--- src/rtl/seg_pkg.sv ---
// Shared types, glyph table and constant helpers for the seven-segment scan driver.
// Glyphs are active-high with bit 0 = segment a ... bit 6 = segment g.
package seg_pkg;

  typedef logic [3:0] bcd_t;

  typedef enum logic {
    ST_IDLE = 1'b0,
    ST_CONV = 1'b1
  } conv_state_t;

  localparam logic [6:0] GLYPH_0     = 7'h3F;
  localparam logic [6:0] GLYPH_1     = 7'h06;
  localparam logic [6:0] GLYPH_2     = 7'h5B;
  localparam logic [6:0] GLYPH_3     = 7'h4F;
  localparam logic [6:0] GLYPH_4     = 7'h66;
  localparam logic [6:0] GLYPH_5     = 7'h6D;
  localparam logic [6:0] GLYPH_6     = 7'h7D;
  localparam logic [6:0] GLYPH_7     = 7'h07;
  localparam logic [6:0] GLYPH_8     = 7'h7F;
  localparam logic [6:0] GLYPH_9     = 7'h6F;
  localparam logic [6:0] GLYPH_DASH  = 7'h40;
  localparam logic [6:0] GLYPH_BLANK = 7'h00;

  // Index width, never below one bit so single-entry counters still elaborate.
  function automatic int clog2(input int n);
    int w;
    w = 1;
    while ((1 << w) < n) w++;
    return w;
  endfunction

  function automatic logic [63:0] pow10(input int n);
    logic [63:0] p;
    p = 64'd1;
    for (int i = 0; i < n; i++) p = p * 64'd10;
    return p;
  endfunction

  function automatic logic [6:0] glyph_of(input bcd_t n);
    logic [6:0] g;
    case (n)
      4'd0:    g = GLYPH_0;
      4'd1:    g = GLYPH_1;
      4'd2:    g = GLYPH_2;
      4'd3:    g = GLYPH_3;
      4'd4:    g = GLYPH_4;
      4'd5:    g = GLYPH_5;
      4'd6:    g = GLYPH_6;
      4'd7:    g = GLYPH_7;
      4'd8:    g = GLYPH_8;
      4'd9:    g = GLYPH_9;
      default: g = GLYPH_BLANK;
    endcase
    return g;
  endfunction

endpackage

--- src/rtl/bin2bcd_seq.sv ---
// Sequential double-dabble converter: start accepted only while idle, one bit per cycle,
// done_vld pulses with the result during the last busy cycle (DATA_W cycles busy).
module bin2bcd_seq
  import seg_pkg::*;
#(
  parameter int DATA_W = 14,
  parameter int DIGITS = 4
) (
  input  logic                    Sys_CLK,
  input  logic                    Sys_RST,
  input  logic                    start_vld,
  input  logic [DATA_W-1:0]       din_dat,
  output logic                    busy,
  output logic                    done_vld,
  output bcd_t [DIGITS-1:0]       res_dat,
  output logic                    res_ovf
);

  localparam int          ITER_W = clog2(DATA_W);
  localparam logic [63:0] LIMIT  = pow10(DIGITS);

  conv_state_t       state_q, state_d;
  logic [DATA_W-1:0] bin_q;
  bcd_t [DIGITS-1:0] work_q, work_d;
  logic [ITER_W-1:0] iter_q;
  logic              ovf_next_q;
  logic              accept, last_iter;
  logic [4*DIGITS-1:0] adj_flat;

  assign last_iter = (iter_q == ITER_W'(DATA_W - 1));

  always_ff @(posedge Sys_CLK) begin
    if (Sys_RST) state_q <= ST_IDLE;
    else         state_q <= state_d;
  end

  always_comb begin
    state_d = state_q;
    case (state_q)
      ST_IDLE: if (start_vld) state_d = ST_CONV;
      ST_CONV: if (last_iter) state_d = ST_IDLE;
      default: state_d = ST_IDLE;
    endcase
  end

  always_comb begin
    busy     = (state_q == ST_CONV);
    accept   = (state_q == ST_IDLE) && start_vld;
    done_vld = (state_q == ST_CONV) && last_iter;
  end

  // Upper nibbles beyond DIGITS are dropped; such values are flagged by the overflow compare.
  always_comb begin
    adj_flat = '0;
    for (int i = 0; i < DIGITS; i++) begin
      adj_flat[4*i +: 4] = (work_q[i] >= 4'd5) ? work_q[i] + 4'd3 : work_q[i];
    end
    work_d = {adj_flat[4*DIGITS-2:0], bin_q[DATA_W-1]};
  end

  always_ff @(posedge Sys_CLK) begin
    if (Sys_RST) begin
      bin_q      <= '0;
      work_q     <= '0;
      iter_q     <= '0;
      ovf_next_q <= 1'b0;
    end else if (accept) begin
      bin_q      <= din_dat;
      work_q     <= '0;
      iter_q     <= '0;
      ovf_next_q <= (64'(din_dat) >= LIMIT);
    end else if (busy) begin
      bin_q  <= bin_q << 1;
      work_q <= work_d;
      iter_q <= iter_q + ITER_W'(1);
    end
  end

  assign res_dat = work_d;
  assign res_ovf = ovf_next_q;

endmodule

--- src/rtl/seg_scan_driver.sv ---
// Multi-digit seven-segment scan driver: binary in, BCD via bin2bcd_seq, registered COM/SEG out.
// Outputs lag the scan state by one cycle; Load is ignored (not queued) while Busy.
module seg_scan_driver
  import seg_pkg::*;
#(
  parameter int DIGITS      = 4,
  parameter int DATA_W      = 14,
  parameter int SCAN_DIV    = 50000,
  parameter bit SEG_ACT_LOW = 1'b1,
  parameter bit COM_ACT_LOW = 1'b1
) (
  input  logic              Sys_CLK,
  input  logic              Sys_RST,
  input  logic [DATA_W-1:0] Data_Bin,
  input  logic              Load,
  input  logic              EN,
  input  logic              Blank_Lz,
  input  logic [DIGITS-1:0] Dp_Mask,
  output logic              Busy,
  output logic              Overflow,
  output logic [DIGITS-1:0] COM,
  output logic [7:0]        SEG
);

  localparam int                IDX_W   = clog2(DIGITS);
  localparam int                CNT_W   = clog2(SCAN_DIV);
  localparam logic [7:0]        SEG_OFF = SEG_ACT_LOW ? 8'hFF : 8'h00;
  localparam logic [DIGITS-1:0] COM_OFF = COM_ACT_LOW ? {DIGITS{1'b1}} : {DIGITS{1'b0}};

  bcd_t [DIGITS-1:0] disp_q, res_dat;
  logic              res_ovf, done_vld;
  logic [CNT_W-1:0]  dwell_q;
  logic [IDX_W-1:0]  idx_q;
  logic [DIGITS-1:0] upper_zero;
  logic [6:0]        glyph;
  logic [7:0]        seg_d;
  logic [DIGITS-1:0] com_d;

  bin2bcd_seq #(
    .DATA_W (DATA_W),
    .DIGITS (DIGITS)
  ) u_conv (
    .Sys_CLK   (Sys_CLK),
    .Sys_RST   (Sys_RST),
    .start_vld (Load),
    .din_dat   (Data_Bin),
    .busy      (Busy),
    .done_vld  (done_vld),
    .res_dat   (res_dat),
    .res_ovf   (res_ovf)
  );

  always_ff @(posedge Sys_CLK) begin
    if (Sys_RST) begin
      disp_q   <= '0;
      Overflow <= 1'b0;
    end else if (done_vld) begin
      disp_q   <= res_dat;
      Overflow <= res_ovf;
    end
  end

  // Scan keeps running with EN low so re-enabling resumes at the same phase.
  always_ff @(posedge Sys_CLK) begin
    if (Sys_RST) begin
      dwell_q <= '0;
      idx_q   <= '0;
    end else if (dwell_q == CNT_W'(SCAN_DIV - 1)) begin
      dwell_q <= '0;
      idx_q   <= (idx_q == IDX_W'(DIGITS - 1)) ? '0 : idx_q + IDX_W'(1);
    end else begin
      dwell_q <= dwell_q + CNT_W'(1);
    end
  end

  always_comb begin
    upper_zero = '0;
    for (int i = 0; i < DIGITS; i++) begin
      upper_zero[i] = 1'b1;
      for (int j = i; j < DIGITS; j++) begin
        if (disp_q[j] != 4'd0) upper_zero[i] = 1'b0;
      end
    end
  end

  always_comb begin
    glyph = glyph_of(disp_q[idx_q]);
    if (Overflow)
      glyph = GLYPH_DASH;
    else if (Blank_Lz && (idx_q != '0) && upper_zero[idx_q])
      glyph = GLYPH_BLANK;

    seg_d        = {Dp_Mask[idx_q], glyph};
    com_d        = '0;
    com_d[idx_q] = 1'b1;
    if (!EN) begin
      seg_d = '0;
      com_d = '0;
    end
  end

  // Polarity folded in before the flop so the pins come straight from registers.
  always_ff @(posedge Sys_CLK) begin
    if (Sys_RST) begin
      SEG <= SEG_OFF;
      COM <= COM_OFF;
    end else begin
      SEG <= seg_d ^ SEG_OFF;
      COM <= com_d ^ COM_OFF;
    end
  end

endmodule

--- config.mk ---
export PLATFORM = sky130hd
export DESIGN_NAME = seg_scan_driver
export DESIGN_NICKNAME = d
export VERILOG_FILES = /design/src/rtl/seg_pkg.sv /design/src/rtl/bin2bcd_seq.sv /design/src/rtl/seg_scan_driver.sv
export SDC_FILE = /design/constraint.sdc
export NUM_CORES = 1
export LEC_CHECK = 0
export CELL_PAD_IN_SITES_DETAIL_PLACEMENT = 1
export CELL_PAD_IN_SITES_GLOBAL_PLACEMENT = 2
export CORE_MARGIN = 5
export CORE_UTILIZATION = 35
export DETAILED_ROUTE_END_ITERATION = 12
export HOLD_SLACK_MARGIN = 0.03
export PLACE_DENSITY = 0.81
export SKIP_LAST_GASP = 1
export SYNTH_ARGS = -nofsm -noshare
export SYNTH_HDL_FRONTEND = slang
export SYNTH_SLANG_ARGS = --single-unit
export TNS_END_PERCENT = 1
--- constraint.sdc ---
create_clock -name Sys_CLK -period 2.2 [get_ports Sys_CLK]
set_clock_uncertainty 0.1 [all_clocks]
set_input_delay 0.44 -clock Sys_CLK [delete_from_list [all_inputs] [get_ports Sys_CLK]]
set_output_delay 0.44 -clock Sys_CLK [all_outputs]
set_load 0.01 [all_outputs]
**Yosys cells after proc, flatten, opt, wreduce, memory -nomap -nowiden**

Memory sizes are Yosys's and may differ from the RTL's.
Index checks and enable logic that the tools add are counted.
Widths: inputs -> output; s select.

- Word-level logic and storage cells: 83
- Input port bits: 23
- Bits in registers: 83
- Output and inout port bits: 14
- ROM bits: 112
- Memories: 1

Memory list:

| name | words | bits a word | rd ports | clocked after Yosys merged registers in | wr ports | RTL line | RTL |
|---|---|---|---|---|---|---|---|
| (name not given) | 16 | 7 | 1 | 0 | 0 | seg_pkg.sv:42 | `case (n)` |

- Bitwise gates (word level): 3
- $lt $le $gt $ge: 7
- $add $sub $neg: 7
- Mux-type cells: 32
- Eq/ne operators: 3
- Reductions and logical operators: 13

Operators by type and width:

| cell | count |
|---|---|
| $mux 14 | 2 |
| $mux 4 | 5 |
| $add 16x1->16 const B | 1 |
| $eq 16x16->1 const B | 1 |
| $ge 4x3->1 const B | 4 |
| $reduce_bool 4->1 | 4 |
| $mux 1 | 15 |
| $ge 14x14->1 const B | 1 |
| $mux 7 | 2 |
| $add 4x2->4 const B | 3 |
| $bmux 4 s2 | 1 |
| $mux 8 | 1 |
| $not 8->8 | 1 |
| $logic_and 1x1->1 | 5 |
| $add 4x1->4 const B | 1 |
| $bmux 1 s2 | 2 |
| $eq 4x4->1 const B | 1 |
| $not 4->4 | 1 |
| $reduce_bool 2->1 | 2 |
| $reduce_or 2->1 | 2 |
| $add 3x2->3 const B | 1 |
| $lt 2x3->1 const B | 1 |
| $mux 3 | 1 |
| $add 2x1->2 const B | 1 |
| other kinds (6) | 6 |

**Logic depth before layout (Yosys ltp)**

Gate-level depths: netlist of the first run.

- Depth in word-level cells: 12
- Gate-level depth with buffers: 8
- Depth with buffers taken out: 7

**By module**

A second synthesis of the first run with hierarchy kept.

- Cell total of the unflattened synthesis: 452
- Area total of the unflattened synthesis: 4043.9 um^2

By module, submodules not included:

| module | times used | area each (um^2) | cells each | seq. area each (um^2) |
|---|---|---|---|---|
| seg_scan_driver | 1 | 2073.2 | 212 | 940.9 |
| bin2bcd_seq | 1 | 1970.6 | 240 | 720.7 |

**Worst setup path after synthesis of the first run**

No wires, ideal clock.

- Kind: reg-to-reg
- Start: register idx_q[0]
- End: register SEG[5]
- Setup time: 0.142 ns
- Period minus slack after synthesis: 1.833 ns
- Buffers on the path: 1
- Setup slack: 0.367 ns
- Arrival time: 1.591 ns
- Required time: 1.958 ns
- Cell stages (with the launch flop): 6
- Cell sequence: dfxtp_1 > buf_6 > mux4_1 > ha_1 > nor3b_2 > o21ai_1

- Longest elaborated chain between the ends: 7
- Elaborated cells between the ends (all ways): 12
- Those cells by class: 7 x mux; 1 x bitwise; 3 x reduce/logical; 1 x memory

Ends and longest elaborated chain:

| item | RTL line | RTL |
|---|---|---|
| start: declaration | seg_scan_driver.sv:33 | `logic [IDX_W-1:0] idx_q;` |
| start signal: assignment | seg_scan_driver.sv:70 | `idx_q <= (idx_q == IDX_W'(DIGITS - 1)) ? '0 : idx_q + IDX_W'(1);` |
| $bmux 4 s2 (tied with other cells) | seg_scan_driver.sv:87 | `glyph = glyph_of(disp_q[idx_q]);` |
| $mux 4 (implied by the code) (tied with other cells) | seg_scan_driver.sv:87 |  |
| $mem_v2 16x7 / $logic_and 1x1->1 (equally long branches) | -- |  |
| $mux 7 * | seg_scan_driver.sv:90 | `else if (Blank_Lz && (idx_q != '0) && upper_zero[idx_q])` |
| $mux 7 * | seg_scan_driver.sv:88 | `if (Overflow)` |
| $mux 8 * | seg_scan_driver.sv:96 | `if (!EN) begin` |
| $not 8->8 (no source line) * | -- |  |
| end signal: assignment | seg_scan_driver.sv:108 | `SEG <= seg_d ^ SEG_OFF;` |
| end: declaration | seg_scan_driver.sv:22 | `output logic [7:0] SEG` |

Mark *: on every way between the ends. The rest lies on a longest branch, timed or not. The select of a mux whose other input is x is not followed.
A chain may end at the register's enable or synchronous reset.

**Worst setup path after layout of the first run**

- Start: register Overflow
- End: output port Overflow

RTL lines:

| item | RTL line | RTL |
|---|---|---|
| start: declaration | seg_scan_driver.sv:20 | `output logic Overflow,` |
| start signal: assignment | seg_scan_driver.sv:59 | `Overflow <= res_ovf;` |

No word-level cell between the ends.

==> results of run 1 <==
layout by cell type, fill, tap and decap left out, types with 5 or more instances in the layout:
cell             Yosys  layout
nand4_1              6       6
dfxtp_1             83      82
a211oi_1            12      12
clkbuf_8             0       9
nor4_1               5       5
o21ai_0             12      12
nor2_1              78      78
nand2b_1             9       9
nand3_1             13      13
buf_4                0      11
inv_1               17      17
nand2_1             43      43
mux2i_1             29      29
xor2_1              10      10
a21oi_1             44      44
xnor2_1             11      11
clkdlybuf4s50_1      0      36
ha_1                19      19
layer usage:
layer	routed length [µm]	vias up	track usage
met5	0	-	0
met2	4080	46	0.242
met4	89	0	0.0376
li1	-	1586	-
met3	297	6	0.0284
met1	4030	1496	0.166
power by group:
group	internal [mW]	switching [mW]	total [mW]
Sequential	1.54	0.0255	1.56
Combinational	0.125	0.125	0.250
Clock	0.647	0.576	1.22
tightest hold or removal path: stages, from the launching register on:
cell and delay (ps):
dfxtp_1 320, nand2_1 50, a21oi_1 50
registers in the layout, indices dropped and copies added (netlist names):
| signal | count |
|---|---|
| SEG | 8 |
| disp_q | 16 |
| u_conv.res_ovf | 1 |
| u_conv.iter_q | 4 |
| dwell_q | 16 |
| u_conv.bin_q | 14 |
| Overflow | 1 |
| u_conv.busy | 1 |
| u_conv.work_q | 16 |
| idx_q | 2 |
| COM | 4 |
stage by stage:
stage | setup slack, ps | area, µm² | cells | power [mW] | hold WS (ps)
after floorplan | 367 | 3860 | 444 | 1.74 | 330
after global placement | 302 | 4390 | 610 | 1.84 | 343
after detailed placement | 271 | 4390 | 610 | 1.85 | 346
after CTS | 239 | 4620 | 626 | 3.09 | 359
after global routing | 80.6 | 4620 | 626 | 3.18 | 379
final | 265 | 4620 | 626 | 3.04 | 353
logic make-up (layout without fill, tap and decap cells):
group           after synthesis  count (layout)
compound gates               72              72
xor+xnor                     21              21
fa+ha+maj                    19              19
buf+inv                      40              82
flops                        83              83
mux                          34              34
simple gates                175             175
path summary, 6_finish.rpt:
kind / end / slack, ps / cells after the start
hold reg to reg: Overflow / 350 / 2
setup reg to reg: SEG[5] / 290 / 6
setup / recovery: Overflow / 260 / 1
hold / removal: Overflow / 350 / 2
cell type report:
type | instances | area share
Clock inverter | 7 | 0.0217
Sequential cell | 83 | 0.360
Inverter | 18 | 0.0146
Tap cell | 140 | 0.0379
Timing Repair Buffer | 48 | 0.100
Multi-Input combinational cell | 321 | 0.438
Clock buffer | 9 | 0.0268
==> results.py, run 1 <==
metrics = {
    "run_status": {
        "status": "completed",
    },
    "timing": {
        "tightest_slew_ps": 685,
        "period_needed_ps": 1940,
        "finalSetupTns_ps": 0,
        "drv_slew": 0,
        "relSlewSlack": 0.542,
        "setup_viol": 0,
        "hold_violations": 0,
        "rsz0062_at_grt": "no",
        "post-route-period-util": 0.880,
        "fmax_mhz": 517,
    },
    "synthesis": {
        "synth_compound_area_frac": 0.104,
        "synth_edf_count": 0,
        "synth_cell_types": 37,
        "synth_xor_area_frac": 0.0476,
        "ys_seq_area_frac": 0.430,
        "yosysWarningCount": 0,
        "synthCells": 444,
        "yosys.area_share.simple": 0.205,
        "synth.most_common_cell": "dfxtp_1",
        "syn_area_um2": 3860,
        "synth_area_leader_cell": "dfxtp_1",
        "synth_fa_ha_area_frac": 0.0616,
        "synth_top_family_by_area": "simple AND/OR/NAND/NOR gates",
        "synthFlopType": "dfxtp_1",
        "async_flop_share": 0,
        "yosys-top-cells-area": "dfxtp_1 (43%), nor2_1 (7.6%), mux2i_1 (7.5%)",
        "yosys-top-cells-count": "dfxtp_1 (83), nor2_1 (78), a21oi_1 (44), nand2_1 (43), mux2i_1 (29)",
        "postSynthAreaPerCell_um2": 8.69,
        "synth_seq_cells": 83,
        "muxShareOfSynthArea": 0.106,
        "synth_top_area_frac": 0.430,
        "synth_nets": 486,
    },
    "routing": {
        "route.detailed.drc": 0,
        "first_pass_iters": 4,
        "wire_per_inst_um": 13.6,
        "ant_nets": 0,
        "vias": 3134,
        "vias_per_cell": 5.01,
        "totalWireLength_mm": 8.49,
        "drt-initial-drc-count": 105,
    },
    "layout": {
        "multi_input_area_um2": 2020,
        "final_util": 0.426,
        "n_antenna_cell": 0,
        "fill_cells": 1323,
        "areaGrowthSynthToFinish_pct": 19.6,
        "nNetsFinal": 523,
        "drive_above_1_share": 0.0741,
        "final-seq-area_um2": 1660,
    },
    "worst_setup_path": {
        "crit_family": "buffers and inverters",
        "path_class": "reg2out",
        "worstPathArrival_ps": 1400,
        "path_cells": "clkdlybuf4s50_1",
        "crit_buf_inv": 1,
        "critPathLaunchType": "flop",
        "crit_path_top_delay_cell": "clkdlybuf4s50_1",
        "startpoint": "Overflow",
        "slowest_delay_ps": 590,
        "critPathCaptureType": "output port",
        "crit_fanout": 4,
        "r2r-start": "idx_q[0]",
        "worstPathRequired_ps": 1660,
    },
    "clock_tree": {
        "cts_hold_buf": 0,
        "clock-sinks": 83,
        "cts_setup_buffers": 0,
        "htree_num_levels": 3,
        "post_cts_resized": 0,
        "worst_skew_pair.late_latency_ps": 350,
        "cts-buffers-inserted": 9,
        "cts.clk_slew.worst_paths_ps": 90,
        "cts_root_buffer": "clkbuf_8",
        "clockBufferDepth": 2,
        "cts_tree": "done",
    },
    "min_path": {
        "worstHoldStart": "u_conv.res_ovf",
        "hold_path.class": "reg2reg",
    },
    "global_routing": {
        "grt_max_degree": 25,
        "grt_pass1_wl_mm": 14.9,
        "antenna_found_initial": 0,
        "grt_pass1_vias": 3307,
        "grt_usage": 0.136,
        "overflow": 0,
    },
    "floorplan": {
        "die_x_um": 115,
        "initial_core_util": 0.356,
        "die_y_um": 115,
        "dieArea_um2": 13200,
        "rows": 38,
        "io_pins": 37,
        "core_area_um2": 10800,
    },
    "power_and_ir_drop": {
        "power.density_nw_per_um2": 658,
        "leakage_nw": 1.75,
        "irDropWorstVdd_uv": 316,
    },
    "placement": {
        "gp_congestion": 0.773,
        "portBuffers": 36,
        "hpwl_mm": 6.31,
    },
    "flow_run": {
        "drv_cap": 0,
    },
}
No activity file was read; power rests on OpenSTA's default activity.
==> run 2, diff against run 1 <==
--- a/config.mk
+++ b/config.mk
@@ -10,6 +10,7 @@
 export CORE_MARGIN = 5
 export CORE_UTILIZATION = 35
 export DETAILED_ROUTE_END_ITERATION = 12
+export GPL_TIMING_DRIVEN = 0
 export HOLD_SLACK_MARGIN = 0.03
 export PLACE_DENSITY = 0.81
 export SKIP_LAST_GASP = 1
==> results.py, run 2 (synthesis gave the netlist of run 1 again) <==
metrics = {
    "global_routing": {
        "grt_pass1_vias": 3347,
        "use_met1": 0.182,
        "top_usage_layer": "met2",
        "grt_usage": 0.152,
        "gr-usage-met2": 0.267,
        "overflow": 0,
        "antenna_found_initial": 0,
        "met3_usage": 0.0363,
        "grt_max_degree": 15,
        "grt_pass1_wl_mm": 16.1,
    },
    "clock_tree": {
        "cts_root_buffer": "clkbuf_8",
        "worst_skew_pair.late_latency_ps": 360,
        "cts_setup_buffers": 0,
        "cts_hold_buf": 0,
        "cts_tree": "done",
        "cts.clk_slew.worst_paths_ps": 90,
        "post_cts_resized": 0,
        "clockBufferDepth": 2,
        "clock-sinks": 83,
        "cts-buffers-inserted": 9,
        "htree_num_levels": 3,
    },
    "run_status": {
        "status": "completed",
    },
    "layout": {
        "n_antenna_cell": 0,
        "nNetsFinal": 532,
        "layout_common_cells": "dfxtp_1 (83), nor2_1 (78), a21oi_1 (44), nand2_1 (43), clkdlybuf4s50_1 (35)",
        "multi_input_area_um2": 2030,
        "final_cells": 635,
        "areaGrowthSynthToFinish_pct": 18.6,
        "final_util": 0.422,
        "final_common_cell": "dfxtp_1",
        "final-seq-area_um2": 1660,
        "largestRegisters": "disp_q x16, dwell_q x16, u_conv.work_q x16",
        "fill_cells": 1291,
        "drive_above_1_share": 0.0667,
    },
    "timing": {
        "setup_ws_ps": 220,
        "period_needed_ps": 1980,
        "finalSetupTns_ps": 0,
        "drv_slew": 0,
        "setup_viol": 0,
        "rsz0062_at_grt": "no",
        "post-route-period-util": 0.900,
        "hold_violations": 0,
        "tightest_slew_ps": 603,
        "relSlewSlack": 0.598,
        "fmax_mhz": 505,
    },
    "floorplan": {
        "core_area_um2": 10800,
        "rows": 38,
        "initial_core_util": 0.356,
        "die_x_um": 115,
        "die_y_um": 115,
        "dieArea_um2": 13200,
        "io_pins": 37,
    },
    "power_and_ir_drop": {
        "irDropWorstVdd_uv": 277,
        "power.density_nw_per_um2": 626,
        "design_power_total_mw": 2.87,
        "power_frac_clock": 0.368,
        "leakage_nw": 1.72,
        "switching_share": 0.259,
        "p_switching_mw": 0.743,
        "comb_power_share": 0.087,
        "p_seq_frac": 0.546,
        "p_int_mw": 2.13,
    },
    "routing": {
        "drt-initial-drc-count": 115,
        "totalWireLength_mm": 9.34,
        "ant_nets": 0,
        "route.detailed.drc": 0,
        "wire_per_inst_um": 14.7,
        "vias": 3209,
        "vias_per_cell": 5.05,
        "first_pass_iters": 4,
    },
    "min_path": {
        "hold_path.class": "reg2reg",
    },
    "flow_run": {
        "drv_cap": 0,
    },
    "placement": {
        "place_ws_ps": -283,
        "dp.cells": 619,
        "gp_congestion": 0.791,
        "hpwl_mm": 7.08,
        "portBuffers": 35,
    },
    "worst_setup_path": {
        "path_cells": "buf_6, mux4_1, inv_1, ha_1, nand2b_1, a21oi_1, o21ai_1",
        "slowest_delay_ps": 620,
        "critPathCaptureType": "flop",
        "worstPathArrival_ps": 2120,
        "crit_fanout": 10,
        "crit_path_top_delay_cell": "mux4_1",
        "path_class": "reg2reg",
        "worstPathRequired_ps": 2340,
        "critPathLaunchType": "flop",
    },
}
[run 2: final timing paths]
| path | cells past startpoint | end | slack (ps) | from |
|---|---|---|---|---|
| min reg2reg | 1 | dwell_q[0] | 370 | dwell_q[0] |
| min | 1 | dwell_q[0] | 370 | dwell_q[0] |
| max | 7 | SEG[5] | 220 | idx_q[0] |
| max reg2reg | 7 | SEG[5] | 220 | idx_q[0] |
[run 2: cell type report]
class / count / area share
plain buffers: 22 / 0.0232
flip-flops and latches: 83 / 0.363
repair buffers: 35 / 0.0765
inverters: 18 / 0.0148
multi-input cells: 321 / 0.443
clock inverters: 5 / 0.00820
well taps: 140 / 0.0383
clock buffers: 11 / 0.0331
[run 2: power groups by stage]
stage               Clock [mW]  Sequential [mW]  Combinational [mW]
finish                    1.05             1.57               0.249
detailed placement           0             1.60               0.253
CTS                       1.09             1.57               0.254
global route              1.14             1.57               0.279
floorplan                    0             1.60               0.143
global placement             0             1.60               0.245
[run 2: layer usage]
layer / up-vias / wire [µm]
met5: - / 0
met4: 0 / 83
met3: 10 / 427
met2: 67 / 4550
met1: 1533 / 4280
li1: 1599 / -
[run 2: worst max-delay path, delay by kind of cell (launching register included)]
family	cells	cell delay (ps)
adders and majority gates	1	180
muxes	1	620
buffers and inverters	2	280
DFF	1	390
AOI/OAI and AO/OA	2	200
and+or+nand+nor	1	70
[run 2: through the flow]
stage / area [µm²] / hold WS [ps]
finish: 4580 / 373
global placement: 4390 / 343
floorplan: 3860 / 330
CTS: 4570 / 373
global route: 4580 / 394
detailed placement: 4390 / 352
==> run 3, diff against run 2 <==
--- a/config.mk
+++ b/config.mk
@@ -9,8 +9,8 @@
 export CELL_PAD_IN_SITES_GLOBAL_PLACEMENT = 2
 export CORE_MARGIN = 5
 export CORE_UTILIZATION = 35
+export CTS_CLUSTER_SIZE = 25
 export DETAILED_ROUTE_END_ITERATION = 12
-export GPL_TIMING_DRIVEN = 0
 export HOLD_SLACK_MARGIN = 0.03
 export PLACE_DENSITY = 0.81
 export SKIP_LAST_GASP = 1
==> results of run 3 <==
The final DEF is identical to that of run 1; final timing and power are the same.
==> variant 1, RTL diff (config.mk and constraints of run 3) <==
Set the parameter `SCAN_DIV` to 25000 (it was 50000).
--- a/src/rtl/seg_scan_driver.sv
+++ b/src/rtl/seg_scan_driver.sv
@@ -7,3 +7,3 @@
   parameter int DATA_W      = 14,
-  parameter int SCAN_DIV    = 50000,
+  parameter int SCAN_DIV    = 25000,
   parameter bit SEG_ACT_LOW = 1'b1,
Behaviour: no difference found for any inputs over 10 cycles, from zero or initial values and one cycle with Sys_RST high; that may be too few to reach the edited logic, so the function may still have changed.
==> variant 1 against run 3 <==
Area after synthesis fell by 1.3%. Wire length rose by 1.2%. Sequential cell count fell by 1. Cell count fell by 0.64%. Power rose by 1.4%. Sequential share of layout area fell by 0.19 points. First-iteration DRC count fell by 5.7%. Worst setup slack improved by 0.0063 ns. Cell area fell by 0.68%. Critical path depth rose by 5.
==> variant 1: results (changes against run 3) <==
Layout
  • Multi-input combinational area share: 43.60% (-0.25 points)
  • Fillers: 1312 (-0.83%)
  • Clock buf/inv share: 5.184% (+0.33 points)
  • Share of cells above drive strength 1: 7.469% (+0.061 points)
  • FF/Latch Area: 1643 sq um (-1.2%)
  • #MultiIn Comb: 318 (-0.93%)
  • Non-clock buffers: 48 (unchanged)
  • Largest regs: disp_q (16), u_conv.work_q (16), dwell_q (15)
  • Final #Nets: 519 (-0.76%)
  • Final-layout non-clock buffer area share: 10.10% (+0.068 points)
  • # clk buffers: 12 (+3)

Synth
  • Compound-cell area share of the yosys netlist: 10.78% (+0.40 points)
  • Most frequent cells after synthesis: dfxtp_1, nor2_1, a21oi_1
  • Post-synthesis xor/xnor area fraction: 4.369% (-0.40 points)
  • Synth area leaders: dfxtp_1, nor2_1, mux2i_1
  • Synthesized Nets: 481 (-1.0%)
  • Sequential area share after synthesis: 43.10% (+0.054 points)
  • Cells after synthesis: 439 (-1.1%)
  • Post-synthesis mux area share: 10.78% (+0.14 points)
  • Post-Synth Adder-Cell Area: 6.242% (+0.083 points)

Placed design
  • DP Wirelength: 6267 um (-0.73%)
  • Inst Count DP: 606 (-0.66%)
  • RePlAce Congestion: 0.7549 (-2.4%)
  • Setup WS pre-CTS: 0.2663 ns (-0.004595 ns)

Drt
  • Met1 WL: 4381 um (+8.7%)
  • Routed wire length per instance: 13.82 um (+1.8%)
  • Met3 WL: 250 um (-16%)
  • DR vias: 2999 (-4.3%)
  • Met2 wire len: 3815 um (-6.4%)
  • Routed Wire Length: 8594 um (+1.2%)
  • Initial drt markers: 99 (-5.7%)

Power
  • Leakage: 0.001729 uW (-1.4%)
  • Switching fraction of total power: 22.81% (-1.1 points)
  • Comb pwr: 250 uW (about the same)
  • VDD IR max: 253.2 uV (-20%)
  • Pwr dens: 671.3 nW/um^2 (+2.0%)

Setup path
  • Delay-heaviest family, CP: multiplexers
  • CP max stage delay: 0.66 ns (+0.07 ns)
  • Slowest CP cell: mux4_1
  • Crit path DAT: 2.07 ns (+0.67 ns)
  • CP max FO: 5 (+1)

GRT
  • Overall routing resource usage: 14.15% (+0.55 points)
  • Global-route wire length before repair: 14830 um (-0.37%)
  • Largest net degree at the start of global routing: 32 (+28%)

CTS
  • Post-CTS sizing: 0 (unchanged)
  • Clk slew on worst S/H paths: 0.08 ns
  • Clk sink count: 82 (-1.2%)

Outcome
  • Status: finished, final reports clean

STA
  • Worst slew pin tran: 0.6911 ns (+0.005891 ns)
## variant 1: cell count changes after synthesis, moves of 2 or more
cell,run 3,this run
clkbuf_1,9,11
nor3_1,4,2
o21ai_1,1,3
and3_1,4,1
xor2_1,10,8
buf_2,7,5
or3_1,1,3
nand4_1,6,4
## variant 1: per-stage QoR
step / utilization (%) / instance area, sq um
2_1_floorplan: - / 3809
3_3_place_gp: 40.46 / 4348
3_5_place_dp: 40.46 / 4348
4_1_cts: 42.68 / 4586
5_1_grt: 42.68 / 4586
6_report: 42.68 / 4586
## variant 1: worst paths after layout
kind	cells past startpoint	from	slack, ns	end
min	2	u_conv.res_ovf	0.35	u_conv.res_ovf
max	6	idx_q[0]	0.27	SEG[5]
min reg2reg	2	u_conv.res_ovf	0.35	u_conv.res_ovf
max reg2reg	6	idx_q[0]	0.27	SEG[5]
## variant 1: routing by layer
layer,vias up,GRT usage [%]
li1,1561,-
met1,1396,19.50
met2,30,21.78
met3,12,2.590
met4,0,5.938
met5,-,0
==> variant 2, RTL diff (flow settings as in run 3) <==
Without the edit above. Make the reset (`Sys_RST`) asynchronous in 5 clocked blocks.
--- a/src/rtl/bin2bcd_seq.sv
+++ b/src/rtl/bin2bcd_seq.sv
@@ -31,3 +31,3 @@
 
-  always_ff @(posedge Sys_CLK) begin
+  always_ff @(posedge Sys_CLK or posedge Sys_RST) begin
     if (Sys_RST) state_q <= ST_IDLE;
@@ -60,3 +60,3 @@
 
-  always_ff @(posedge Sys_CLK) begin
+  always_ff @(posedge Sys_CLK or posedge Sys_RST) begin
     if (Sys_RST) begin
--- a/src/rtl/seg_scan_driver.sv
+++ b/src/rtl/seg_scan_driver.sv
@@ -52,3 +52,3 @@
 
-  always_ff @(posedge Sys_CLK) begin
+  always_ff @(posedge Sys_CLK or posedge Sys_RST) begin
     if (Sys_RST) begin
@@ -63,3 +63,3 @@
   // Scan keeps running with EN low so re-enabling resumes at the same phase.
-  always_ff @(posedge Sys_CLK) begin
+  always_ff @(posedge Sys_CLK or posedge Sys_RST) begin
     if (Sys_RST) begin
@@ -102,3 +102,3 @@
   // Polarity folded in before the flop so the pins come straight from registers.
-  always_ff @(posedge Sys_CLK) begin
+  always_ff @(posedge Sys_CLK or posedge Sys_RST) begin
     if (Sys_RST) begin
Function: differs if Sys_RST is asserted again (counterexample within 4 cycles, from zero or initial values and one cycle with Sys_RST high); with Sys_RST held inactive, the same outputs for 10 cycles.
==> variant 2 against run 3 <==
Area after synthesis grew 7.5%. Global-route usage grew 0.51 points. Worst setup slack lost 0.12 ns. Critical endpoint is now SEG[0]. Cell area grew 9.5%. Count of clock-buffer cells in the layout grew 3. Largest cell class is now registers. Sequential share of layout area grew 5.4 points. Sequential cell count is the same. Critical path depth grew 5. Wire length grew 5.7%. Cell count shrank 6.5%.
Power is not compared: it rests on default switching activity, and its combinational part moved more than twofold at a synthesized area within 25%.
==> variant 2: results (changes against run 3) <==
Synth
  • Synthesized Nets: 434 (-11%)
  • Synth area leaders: dfrtp_1, dfstp_2, ha_1
  • Post-synthesis xor/xnor area fraction: 3.800% (-0.97 points)
  • Cells after synthesis: 392 (-12%)

Outcome
  • Status: finished, final reports clean

Layout
  • Fillers: 1253 (-5.3%)
  • Final-layout non-clock buffer area share: 9.701% (-0.33 points)
  • Non-clk invs: 20 (+2)
  • Clock buf/inv share: 6.187% (+1.3 points)
  • Area of the multi-input gates: 1902 sq um (-6.1%)
  • Share of cells above drive strength 1: 13.80% (+6.4 points)
  • #MultiIn Comb: 273 (-15%)
  • Multi-input combinational area share: 37.61% (-6.2 points)
  • Seq_cells: 83 (unchanged)

STA
  • Worst hold slack: 0.3331 ns (-0.01954 ns)
  • FMAX: 485.7 MHz (-6.0%)
  • Worst slew pin tran: 0.5654 ns (-0.1198 ns)

Setup path
  • Worst R2R Setup Slack: 0.14 ns (-0.15 ns)
  • Worst R2R End: SEG[0]
  • Slowest CP cell: mux4_2
  • R2r startpoint: idx_q[0]
  • CP max stage delay: 0.63 ns (+0.04 ns)

Placed design
  • Inst Count DP: 569 (-6.7%)
  • Setup WS pre-CTS: 0.1505 ns (-0.1204 ns)
  • Placed Area: 4743 sq um (+8.0%)
  • DP Wirelength: 6520 um (+3.3%)

Drt
  • Via/cell ratio: 5.108 (+2.0%)
  • Routed Wire Length: 8977 um (+5.7%)

CTS
  • Root buffer cell: clkbuf_16

GRT
  • Global-route wire length before repair: 16010 um (+7.6%)
  • Overall routing resource usage: 14.11% (+0.51 points)

Floorplan
  • Tap Cells: 143 (+2.1%)
## variant 2: changes by cell type after synthesis, sizes merged, moves of 16 or more
cell,delta
a21oi,-31
dfrtp,+71
dfxtp,-83
nor2,-53
o21ai,+18
o31ai,+16
## variant 2: how the worst max path moves through the flow
stage	from	to	depth (start not counted)
after floorplan	idx_q[0]	SEG[3]	7
after global placement	idx_q[0]	SEG[0]	6
after detailed placement	idx_q[0]	SEG[0]	6
after CTS	idx_q[0]	SEG[0]	6
after global routing	idx_q[0]	SEG[0]	6
final	idx_q[0]	SEG[0]	6
## variant 2: routing by layer
metal,wire (um),part of all wire (%),GRT usage [%],vias to the layer above
li1,-,-,-,1453
met1,4191,47,18.16,1468
met2,4261,47,22.13,53
met3,381,4.2,4.645,14
met4,142,1.6,5.503,0
met5,0,0,0,-
